$ cat config.mk
export PLATFORM = sky130hd
export DESIGN_NAME = accum_alu_seq
export DESIGN_NICKNAME = d
export VERILOG_FILES = /design/src/rtl/accum_alu_seq_pkg.sv /design/src/rtl/mul_shift_add.sv /design/src/rtl/accum_alu_seq.sv
export SDC_FILE = /design/constraint.sdc
export NUM_CORES = 1
export LEC_CHECK = 0
export CORE_MARGIN = 1
export CORE_UTILIZATION = 50
export DETAILED_ROUTE_END_ITERATION = 16
export PLACE_DENSITY = 0.76
export SLEW_MARGIN = 0
export SYNTH_ARGS = -nofsm -noshare
export SYNTH_HDL_FRONTEND = slang
export SYNTH_SLANG_ARGS = --single-unit
$ cat constraint.sdc
create_clock -name clk -period 2.59 [get_ports clk]
set_input_delay 0.777 -clock clk [delete_from_list [all_inputs] [get_ports clk]]
set_output_delay 0.777 -clock clk [all_outputs]
set_load 0.02 [all_outputs]
$ cat src/rtl/accum_alu_seq_pkg.sv
// Opcode encodings for the accumulator ALU. The board wrapper imports
// this package too.
package accum_alu_seq_pkg;
   localparam int FUNC_W = 3;

   localparam logic [FUNC_W-1:0] OP_ADD    = 3'b000;
   localparam logic [FUNC_W-1:0] OP_XOR_OR = 3'b001;
   localparam logic [FUNC_W-1:0] OP_LSL    = 3'b010;
   localparam logic [FUNC_W-1:0] OP_LSR    = 3'b011;
   localparam logic [FUNC_W-1:0] OP_MUL    = 3'b100;
   localparam logic [FUNC_W-1:0] OP_LOAD   = 3'b101;
   localparam logic [FUNC_W-1:0] OP_REDUCE = 3'b110;
   localparam logic [FUNC_W-1:0] OP_CLEAR  = 3'b111;
endpackage

$ cat src/rtl/mul_shift_add.sv
// Unsigned WIDTH x WIDTH shift-add multiplier, one partial-product bit per clock.
// done/product show the final iteration so the parent can write on the same edge.
module mul_shift_add #(
   parameter int WIDTH = 4
) (
   input  logic               clk,
   input  logic               reset_n,
   input  logic               load,
   input  logic [WIDTH-1:0]   a,
   input  logic [WIDTH-1:0]   b,
   output logic               busy,
   output logic               done,
   output logic [2*WIDTH-1:0] product
);
   localparam int CNT_W = $clog2(WIDTH + 1);

   logic               busy_q, busy_d;
   logic [CNT_W-1:0]   cnt_q, cnt_d;
   logic [2*WIDTH-1:0] part_q, part_d;
   logic [2*WIDTH-1:0] mcand_q, mcand_d;
   logic [WIDTH-1:0]   mplier_q, mplier_d;
   logic [2*WIDTH-1:0] part_sum;
   logic               last;

   always_comb begin
      part_sum = part_q + (mplier_q[0] ? mcand_q : '0);
      last     = busy_q && (cnt_q == CNT_W'(WIDTH - 1));
      busy_d   = busy_q;
      cnt_d    = cnt_q;
      part_d   = part_q;
      mcand_d  = mcand_q;
      mplier_d = mplier_q;
      if (load) begin
         busy_d   = 1'b1;
         cnt_d    = '0;
         part_d   = '0;
         mcand_d  = {{WIDTH{1'b0}}, a};
         mplier_d = b;
      end else if (busy_q) begin
         part_d   = part_sum;
         mcand_d  = mcand_q << 1;
         mplier_d = mplier_q >> 1;
         cnt_d    = cnt_q + CNT_W'(1);
         if (last) busy_d = 1'b0;
      end
   end

   always_ff @(posedge clk or negedge reset_n) begin
      if (!reset_n) begin
         busy_q   <= 1'b0;
         cnt_q    <= '0;
         part_q   <= '0;
         mcand_q  <= '0;
         mplier_q <= '0;
      end else begin
         busy_q   <= busy_d;
         cnt_q    <= cnt_d;
         part_q   <= part_d;
         mcand_q  <= mcand_d;
         mplier_q <= mplier_d;
      end
   end

   assign busy    = busy_q;
   assign done    = last;
   assign product = part_sum;
endmodule

$ cat src/rtl/accum_alu_seq.sv
// Registered accumulator ALU: operand B is the low half of the accumulator,
// single-cycle ops write on the accept edge, MUL runs WIDTH cycles.
module accum_alu_seq
   import accum_alu_seq_pkg::*;
#(
   parameter int WIDTH = 4
) (
   input  logic               clk,
   input  logic               reset_n,
   input  logic [WIDTH-1:0]   a,
   input  logic [FUNC_W-1:0]  func,
   input  logic               start,
   output logic               busy,
   output logic               done,
   output logic [2*WIDTH-1:0] result
);
   logic [2*WIDTH-1:0] result_q, result_d;
   logic               done_q, done_d;
   logic               accept, mul_load, mul_busy, mul_done;
   logic [2*WIDTH-1:0] mul_product;
   logic [WIDTH-1:0]   b_op;
   logic [WIDTH:0]     add_sum;

   assign b_op     = result_q[WIDTH-1:0];
   assign accept   = start && !mul_busy;
   assign mul_load = accept && (func == OP_MUL);
   assign add_sum  = {1'b0, a} + {1'b0, b_op};

   mul_shift_add #(.WIDTH(WIDTH)) u_mul (
      .clk     (clk),
      .reset_n (reset_n),
      .load    (mul_load),
      .a       (a),
      .b       (b_op),
      .busy    (mul_busy),
      .done    (mul_done),
      .product (mul_product)
   );

   always_comb begin
      result_d = result_q;
      done_d   = mul_done || (accept && func != OP_MUL);
      if (accept) begin
         case (func)
            OP_ADD:    result_d = {{(WIDTH-1){1'b0}}, add_sum};
            OP_XOR_OR: result_d = {a | b_op, a ^ b_op};
            OP_LSL:    result_d = result_q << a;
            OP_LSR:    result_d = result_q >> a;
            OP_MUL:    result_d = result_q;
            OP_LOAD:   result_d = {{WIDTH{1'b0}}, a};
            OP_REDUCE: result_d = {{(2*WIDTH-2){1'b0}}, &{a, b_op}, |{a, b_op}};
            OP_CLEAR:  result_d = '0;
            default:   result_d = result_q;
         endcase
      end
      // accept and mul_done never coincide: mul_done implies busy
      if (mul_done) result_d = mul_product;
   end

   always_ff @(posedge clk or negedge reset_n) begin
      if (!reset_n) begin
         result_q <= '0;
         done_q   <= 1'b0;
      end else begin
         result_q <= result_d;
         done_q   <= done_d;
      end
   end

   assign result = result_q;
   assign done   = done_q;
   assign busy   = mul_busy;
endmodule

# After elaboration in Yosys (flattened, before gate mapping)

Index checks and enable logic that the tools add are counted.

Register bits: 33
Bits in latches: 0
Bits in writable memories: 0
Bits in read-only memories: 0
Input bits: 10
Word-level logic and storage cells: 51
Memories kept: 0

Add/sub/neg operators: 3
$mul: 0
Div/mod/pow operators: 0
Magnitude comparators: 0
Eq/ne operators: 10
Shift operators: 2
Mux-type cells: 15
Bitwise gates (word level): 2
Reductions and logical operators: 12

Operator list:

| operator            | number |
|---|---|
| $mux 8              | 7 |
| $pmux 8 s7          | 1 |
| $eq 3x3->1 const B  | 4 |
| $eq 3x2->1 const B  | 3 |
| $add 8x8->8         | 1 |
| $mux 4              | 2 |
| $reduce_and 8->1    | 1 |
| $reduce_or 8->1     | 1 |
| $shl 8x4->8         | 1 |
| $shr 8x4->8         | 1 |
| $mux 3              | 2 |
| $add 4x4->5         | 1 |
| $logic_and 1x1->1   | 4 |
| $or 4x4->4          | 1 |
| $reduce_bool 2->1   | 2 |
| $xor 4x4->4         | 1 |
| $add 3x1->3 const B | 1 |
| $eq 3x1->1 const B  | 1 |
| $logic_not 3->1     | 1 |
| $mux 1              | 3 |
| $ne 3x3->1 const B  | 1 |
| $ne 2x2->1 const B  | 1 |
| $reduce_and 2->1    | 1 |
| $logic_not 1->1     | 1 |
| $logic_or 1x1->1    | 1 |

# Logic depth before layout (Yosys ltp)

Gate-level depths: netlist of run 1.

Depth after elaboration: 5
Gate-level depth with buffers: 8
Mapped depth without buffers: 8

# By module

From an unflattened synthesis of run 1, not the netlist that was laid out.

Cell total of the unflattened synthesis: 307
Area total of the unflattened synthesis: 2742.6 um^2

By module, submodules not included:

| module        | instances | cells an instance | area each (um^2) |
|---|---|---|---|
| mul_shift_add | 1         | 140               | 1385.1 |
| accum_alu_seq | 1         | 167               | 1357.6 |

# Worst setup path before layout of run 1

No wires, ideal clock.

Kind: register to register
From: register u_mul.mplier_q[0]
To: register result_q[6], in the netlist result[6]
Setup time: 0.126 ns
Arrival: 2.154 ns
Path slack: 0.310 ns
Stages on the path, launching flop included: 9
Path buffers: 0
Path through: dfrtp_1 > and2_1 > ha_1 > fa_1 > a21o_1 > a221o_1 > a21oi_2 > xnor2_1 > a221o_1

Word-level cells in the longest chain between the ends: 3

RTL lines:

| element                | line                | text |
|---|---|---|
| from (decl)            | mul_shift_add.sv:21 | `logic [WIDTH-1:0] mplier_q, mplier_d;` |
| from (signal assigned) | mul_shift_add.sv:60 | `mplier_q <= mplier_d;` |
| $mux 8                 | mul_shift_add.sv:26 | `part_sum = part_q + (mplier_q[0] ? mcand_q : '0);` |
| $add 8x8->8            | mul_shift_add.sv:26 |  |
| $mux 8                 | accum_alu_seq.sv:57 | `if (mul_done) result_d = mul_product;` |
| to (signal assigned)   | accum_alu_seq.sv:65 | `result_q <= result_d;` |
| to (decl)              | accum_alu_seq.sv:17 | `logic [2*WIDTH-1:0] result_q, result_d;` |

No other way between the ends.
A chain may end at the register's enable or synchronous reset.

# Worst setup path in the final report of run 1

From: input a[0]
To: register result_q[4], in the netlist result[4]

Word-level cells in the longest chain between the ends: 4
Elaborated cells on any way between the ends: 7
Those cells by class: add/sub: 1; shift: 2; mux: 3; bitwise: 1

RTL lines:

| element                             | line                | text |
|---|---|---|
| from (decl)                         | accum_alu_seq.sv:10 | `input logic [WIDTH-1:0] a,` |
| $add 4x4->5 (tied with other cells) | accum_alu_seq.sv:27 | `assign add_sum = {1'b0, a} + {1'b0, b_op};` |
| $pmux 8 s7 (*)                      | accum_alu_seq.sv:44 | `case (func)` |
| $mux 8 (*)                          | accum_alu_seq.sv:43 | `if (accept) begin` |
| $mux 8 (*)                          | accum_alu_seq.sv:57 |  |

Every way passes the cells marked *; elsewhere a longest branch is shown, timed or not. The select of a mux whose other input is x is not followed.

==> impl_metrics.py, run 1 <==
metrics = {
    "sta": {
        "slew_headroom_pct": 71.6,
        "finalHoldViolations": 0,
        "max_clock_freq_mhz": 418,
        "period_minus_slack_ps": 2390,
        "clock_skew_ps": 12.1,
        "setup_viol": 0,
        "layout_setup_ws_ps": 195,
        "drv_slew": 0,
        "hold_slack_ps": 487,
        "tightest_slew_ps": 426,
        "rsz0062_at_grt": "false",
        "timing.final.crit_share_pct": 92.5,
    },
    "yosys": {
        "syn_area_mm2": 0.00273,
        "syn_nets": 332,
        "ys_types": 57,
        "seq_area_frac_synth_pct": 30.2,
        "syn_inst": 302,
        "synth_edf_count": 0,
        "async_flop_share_pct": 100,
        "syn_avg_cell_area_um2": 9.04,
        "ys_warn_count": 0,
        "ys_ff_latch": 33,
        "synth_flop_cell": "dfrtp_1",
    },
    "min_path": {
        "min_from": "u_mul.mplier_q[1]$_DFFE_PN0P_",
        "hold_end": "u_mul.mplier_q[1]$_DFFE_PN0P_",
        "hold_depth": 2,
        "worstHoldPathType": "reg2reg",
    },
    "critical_path": {
        "critPathLaunchType": "input port",
        "crit_buf_inv": 2,
        "cp_slowest_cell": "clkdlybuf4s50_1",
        "crit_required_ps": 2780,
        "crit_type": "in2reg",
        "path_cells": "clkdlybuf4s50_1, buf_12, mux4_2, a221oi_1, o21ai_1, a21o_1",
        "critPathCaptureType": "flop",
        "r2r-end": "result[6]$_DFFE_PN0P_",
        "ff2ff_path_depth": 8,
        "r2r_slack_ps": 240,
        "crit_fanout": 13,
        "r2r_start": "u_mul.mplier_q[0]$_DFFE_PN0P_",
        "crit_family": "buffers and inverters",
        "arrival_ps": 2580,
        "cpPeakStageDelay_ps": 580,
    },
    "die": {
        "pin_count": 20,
        "coreArea_mm2": 0.00517,
        "dieArea_mm2": 0.00576,
        "die_w_um": 75.9,
        "initial_utilization_pct": 52.8,
        "fp.dieH_um": 75.9,
        "rows": 26,
    },
    "final_layout": {
        "layout_common_cells": "46 x nand2_1, 38 x buf_4, 33 x dfrtp_1",
        "nNetsFinal": 378,
        "area_growth_pct": 21.1,
        "final_common_cell": "nand2_1",
        "fillers": 430,
        "antennaDiodeCount": 0,
        "drive_gt1_share_pct": 19.8,
        "stdcell_area_mm2": 0.00331,
        "final_core_util_pct": 63.9,
    },
    "placed_design": {
        "dp_hpwl_um": 5020,
        "placed_area_mm2": 0.00319,
        "finalWeightedCongestion": 1.00,
        "io_buffers": 19,
        "dp_slack_ps": -88.5,
    },
    "drt": {
        "via_per_inst": 5.79,
        "routed_wl_um": 6710,
        "post_drt_wl_per_cell_um": 16.0,
        "drtAntennaViolNets": 0,
        "route.vias.total": 2427,
        "drc": 0,
        "drtIter0Drc": 237,
        "firstDrtPassIters": 4,
    },
    "clocking": {
        "cts_made_buffers": 5,
        "cts_tree": "yes",
        "post_cts_buffers": 0,
        "clockBufferDepth": 2,
        "hold_buffers": 0,
        "clock_latency_ps": 290,
        "cts_resized": 0,
        "cts_root_buf": "clkbuf_8",
        "cts_sinks": 33,
        "path_clk_slew_ps": 80,
        "cts_max_level": 2,
    },
    "global_route": {
        "grt_usage_pct": 24.5,
        "grt_overflow": 0,
        "antenna_found_initial": 0,
        "grt_max_degree": 35,
        "grt_pass1_wl_um": 11200,
        "first_global_vias": 2324,
    },
    "power_and_ir_drop": {
        "power_switching_mw": 1.17,
        "p_seq_share_pct": 32.1,
        "finalPower_mw": 2.85,
        "vdd_drop_max_mv": 0.824,
        "leakagePower_nw": 1.54,
        "pwr-share-comb_pct": 49.9,
        "p_sw_share_pct": 41.2,
        "pwr-share-clk_pct": 18.0,
        "p_int_mw": 1.67,
        "power_density_mw_per_mm2": 861,
    },
    "job": {
        "timing.max_cap.violations": 0,
    },
    "outcome": {
        "status": "finished, final reports clean",
    },
}
==> layer usage <==
| metal | vias to the layer above | wire length [µm] | track usage (%) |
|---|---|---|---|
| li1 | 1179 | - | - |
| met1 | 1154 | 3170 | 34.9 |
| met2 | 77 | 2970 | 37.4 |
| met3 | 17 | 419 | 5.30 |
| met4 | 0 | 150 | 7.12 |
| met5 | - | 0 | 0 |
==> layout make-up <==
type	instances	area, µm²	share of cell area (%)
Clock buffer	6	82.6	2.50
Clock inverter	2	37.5	1.14
Inverter	12	45.0	1.36
Multi-Input combinational cell	238	1730	52.4
Sequential cell	33	826	25.0
Tap cell	70	87.6	2.65
Timing Repair Buffer	58	495	15.0
==> worst max-delay path by stage <==
stage	from	to	slack [ps]	cells past startpoint
4_1_cts	a[0]	result[4]$_DFFE_PN0P_	220	6
3_3_place_gp	a[0]	result[7]$_DFFE_PN0P_	-50	6
3_5_place_dp	a[0]	result[4]$_DFFE_PN0P_	-90	6
2_1_floorplan	u_mul.mplier_q[0]$_DFFE_PN0P_	result[6]$_DFFE_PN0P_	310	8
6_report	a[0]	result[4]$_DFFE_PN0P_	200	6
5_1_grt	a[0]	result[4]$_DFFE_PN0P_	60	6
==> state kept, by name, summed over array words and instances (netlist names) <==
name            flops
done                1
result              8
u_mul.busy          1
u_mul.cnt_q         3
u_mul.mcand_q       8
u_mul.mplier_q      4
u_mul.part_q        8
==> power by group through the flow <==
stage	combinational, mW	clock (mW)	sequential, mW
2_1_floorplan	0.882	0	0.934
3_3_place_gp	1.37	0	0.911
3_5_place_dp	1.40	0	0.918
4_1_cts	1.41	0.519	0.911
5_1_grt	1.56	0.542	0.943
6_report	1.42	0.513	0.912
==> cell usage after synthesis (5+ instances only) <==
cell,number,area (µm²)
mux2i_1,12,120
o21ai_0,16,80.1
nand2_1,46,173
a21oi_1,13,65.1
o21ai_1,7,35.0
inv_1,12,45.0
buf_6,6,67.6
and2_1,9,56.3
clkbuf_1,8,30.0
a21o_1,6,45.0
a22oi_1,8,60.1
a221oi_1,5,43.8
nor2_1,21,78.8
dfrtp_1,33,826
ha_1,18,225
xnor2_1,6,52.6
mux4_2,7,158
==> logic make-up (layout without fill, tap and decap cells) <==
| kind of cell | count (synthesis) | after routing | share of synthesized area [%] |
|---|---|---|---|
| AND/OR/NAND/NOR | 110 | 110 | 20.7 |
| AO/OA/AOI/OAI | 81 | 81 | 20.3 |
| flip-flops | 33 | 33 | 30.2 |
| buffers and inverters | 31 | 78 | 6.32 |
| adder cells (fa/ha/maj) | 20 | 20 | 9.71 |
| multiplexers | 19 | 19 | 10.2 |
| XOR/XNOR | 8 | 8 | 2.57 |
==> worst register-to-register path, delay by kind of cell (launching register included) <==
kind	cells	cell delay, ps
compound gates	4	970
buf+inv	1	160
xor+xnor	1	110
fa+ha+maj	1	440
flops	1	380
simple gates	1	190
==> metrics by stage <==
step,cells,setup TNS (ps)
detailed placement,411,-382
global placement,411,-110
global route,419,0
finish,419,0
floorplan,302,0
CTS,419,0
(Power assumes the default switching activity.)
==> run 2: changes to the inputs <==
ABC_AREA = 1   (was unset)
CORE_ASPECT_RATIO = 1.5   (was unset)
CTS_BUF_LIST = sky130_fd_sc_hd__clkbuf_8 sky130_fd_sc_hd__clkbuf_16   (was unset)
==> run 2 against run 1 <==
Against the previous run: register-to-register slack better by 410 ps; critical path depth is 5 lower; maximum frequency is 4.8% higher; cell count is 17% higher; wire length is 13% higher; largest power group unchanged; global-route usage is 6.1 points higher; worst hold slack better by 2.2 ps; sequential power is 1% lower; via count is 14% higher; count of clock-buffer cells in the layout is 1 lower; critical endpoint is now result[3]; clock skew is 0.85 ps lower; sequential share of layout area is 1.7 points higher.
==> impl_metrics.py, run 2 <==
metrics = {
    "final_layout": {
        "antennaDiodeCount": 0,
        "fillers": 496,
        "nNetsFinal": 453,
        "drive_gt1_share_pct": 9.69,
        "area_growth_pct": 15.0,
        "layout_common_cells": "113 x nand2_1, 56 x nand3_1, 45 x inv_1",
        "final_common_cell": "nand2_1",
    },
    "global_route": {
        "antenna_found_initial": 0,
        "grt_overflow": 0,
        "grt_pass1_wl_um": 12600,
        "grt_usage_pct": 30.6,
        "first_global_vias": 2718,
        "grt_max_degree": 34,
    },
    "sta": {
        "drv_slew": 0,
        "timing.final.crit_share_pct": 88.2,
        "rsz0062_at_grt": "false",
        "clock_skew_ps": 11.3,
        "finalHoldViolations": 0,
        "max_clock_freq_mhz": 438,
        "fin_setup_tns_ps": 0,
        "tightest_slew_ps": 424,
        "slew_headroom_pct": 71.7,
        "setup_viol": 0,
        "period_minus_slack_ps": 2280,
    },
    "drt": {
        "drtAntennaViolNets": 0,
        "via_per_inst": 5.61,
        "post_drt_wl_per_cell_um": 15.5,
        "routed_wl_um": 7590,
        "route.vias.total": 2755,
        "drc": 0,
        "drtIter0Drc": 214,
        "firstDrtPassIters": 4,
    },
    "clocking": {
        "cts_tree": "yes",
        "post_cts_buffers": 0,
        "cts_sinks": 33,
        "cts_root_buf": "clkbuf_8",
        "cts_made_buffers": 5,
        "cts_max_level": 2,
        "cts_resized": 0,
        "hold_buffers": 0,
        "clock_latency_ps": 290,
        "clockBufferDepth": 2,
        "path_clk_slew_ps": 70,
    },
    "die": {
        "pin_count": 20,
        "coreArea_mm2": 0.00516,
        "initial_utilization_pct": 52.0,
        "fp.dieH_um": 91.8,
        "die_w_um": 61.9,
        "rows": 32,
        "dieArea_mm2": 0.00568,
    },
    "job": {
        "timing.max_cap.violations": 0,
    },
    "yosys": {
        "syn_nets": 425,
        "synthTopCellsByCount": "113 x nand2_1, 56 x nand3_1, 45 x inv_1",
        "seq_area_frac_synth_pct": 30.7,
        "synth_edf_count": 0,
        "synth_top_family_by_area": "simple AND/OR/NAND/NOR gates",
        "syn_inst": 395,
        "syn_area_mm2": 0.00269,
        "synth-adder-area-share_pct": 9.87,
        "yosys.area.top_type": "dfrtp_1",
        "ys_ff_latch": 33,
        "yosys-top-cells-area": "dfrtp_1 31%, nand2_1 16%, nand3_1 10%, ha_1 8.4%, inv_1 6.3%",
        "ys_types": 34,
        "async_flop_share_pct": 100,
        "syn_avg_cell_area_um2": 6.80,
        "ys_warn_count": 0,
        "muxShareOfSynthArea_pct": 0,
        "synthMostInstantiatedCell": "nand2_1",
        "synth_top_cell_area_share_pct": 30.7,
        "synth_simple_gate_area_share_pct": 36.5,
        "synthXorXnorAreaFrac_pct": 1.30,
        "synth_flop_cell": "dfrtp_1",
        "synth_compound_area_share_pct": 11.2,
    },
    "power_and_ir_drop": {
        "finalPower_mw": 2.70,
        "power_density_mw_per_mm2": 874,
        "leakagePower_nw": 1.68,
        "vdd_drop_max_mv": 0.495,
    },
    "critical_path": {
        "cp.depth": 1,
        "crit_required_ps": 1810,
        "crit_buf_inv": 1,
        "arrival_ps": 1510,
        "critPathLaunchType": "flop",
        "crit_fanout": 7,
        "cpPeakStageDelay_ps": 680,
        "crit_family": "buffers and inverters",
        "path_cells": "clkdlybuf4s50_1",
        "critPathCaptureType": "primary output",
        "ff2ff_path_depth": 10,
        "cp_slowest_cell": "clkdlybuf4s50_1",
        "crit_type": "reg2out",
    },
    "placed_design": {
        "finalWeightedCongestion": 0.920,
        "io_buffers": 19,
        "dp_hpwl_um": 5770,
    },
    "min_path": {
        "hold_depth": 1,
        "worstHoldPathType": "reg2reg",
    },
    "outcome": {
        "status": "finished, final reports clean",
    },
}
[run 2: final timing paths]
path	from	endpoint	slack, ps
max reg2reg	u_mul.mplier_q[0]$_DFFE_PN0P_	result[4]$_DFFE_PN0P_	650
min in group asynchronous	reset_n	result[5]$_DFFE_PN0P_	900
max	result[3]$_DFFE_PN0P_	result[3]	310
min	u_mul.cnt_q[0]$_DFFE_PN0P_	u_mul.cnt_q[0]$_DFFE_PN0P_	490
min reg2reg	u_mul.cnt_q[0]$_DFFE_PN0P_	u_mul.cnt_q[0]$_DFFE_PN0P_	490
max in group asynchronous	reset_n	u_mul.part_q[5]$_DFFE_PN0P_	1370
[run 2: per-stage QoR]
stage | util (%) | instance area [µm²] | std cells | hold WS [ps] | setup slack (ps)
after floorplan | - | 2690 | 395 | 450 | 625
after global routing | 59.9 | 3090 | 491 | 535 | 210
after CTS | 59.9 | 3090 | 491 | 489 | 325
after global placement | 57.8 | 2990 | 484 | 464 | 138
final | 59.9 | 3090 | 491 | 489 | 305
after detailed placement | 57.8 | 2990 | 484 | 480 | 133
[run 2: per-layer routing]
layer,track usage [%],vias up,part of all wire (%),routed length [µm]
met5,0,-,0,0
met4,19.6,0,5.2,392
met3,8.60,31,5.8,440
met2,51.0,95,52,3960
met1,31.9,1279,37,2800
li1,-,1350,-,-
[run 2: where the power goes]
group          internal, mW  leakage (nW)  switching, mW  total (mW)
sequential            0.708         0.435          0.193       0.901
combinational         0.519          1.19          0.821        1.34
clock                 0.279        0.0540          0.183       0.462
[run 2: kinds of logic (layout without fill, tap and decap cells)]
kind of cell             after synthesis  in the layout
AND/OR/NAND/NOR                      222            222
XOR/XNOR                               4              4
buffers and inverters                 66             94
flip-flops                            33             33
adder cells (fa/ha/maj)               20             20
AO/OA/AOI/OAI                         50             50
[run 2: layout make-up]
class | instances | area, µm² | share of cell area [%]
Inverter | 55 | 209 | 6.76
Clock buffer | 5 | 68.8 | 2.23
Tap cell | 68 | 85.1 | 2.75
Clock inverter | 2 | 35.0 | 1.13
Timing Repair Buffer | 32 | 288 | 9.31
Sequential cell | 33 | 826 | 26.7
Multi-Input combinational cell | 296 | 1580 | 51.1
[run 2: worst register-to-register path, delay by kind of cell (launching register included)]
| kind | cells | cell delay [ps] |
|---|---|---|
| buffers and inverters | 1 | 40 |
| AO/OA/AOI/OAI | 2 | 210 |
| flip-flops | 1 | 490 |
| adder cells (fa/ha/maj) | 2 | 630 |
| AND/OR/NAND/NOR | 5 | 480 |
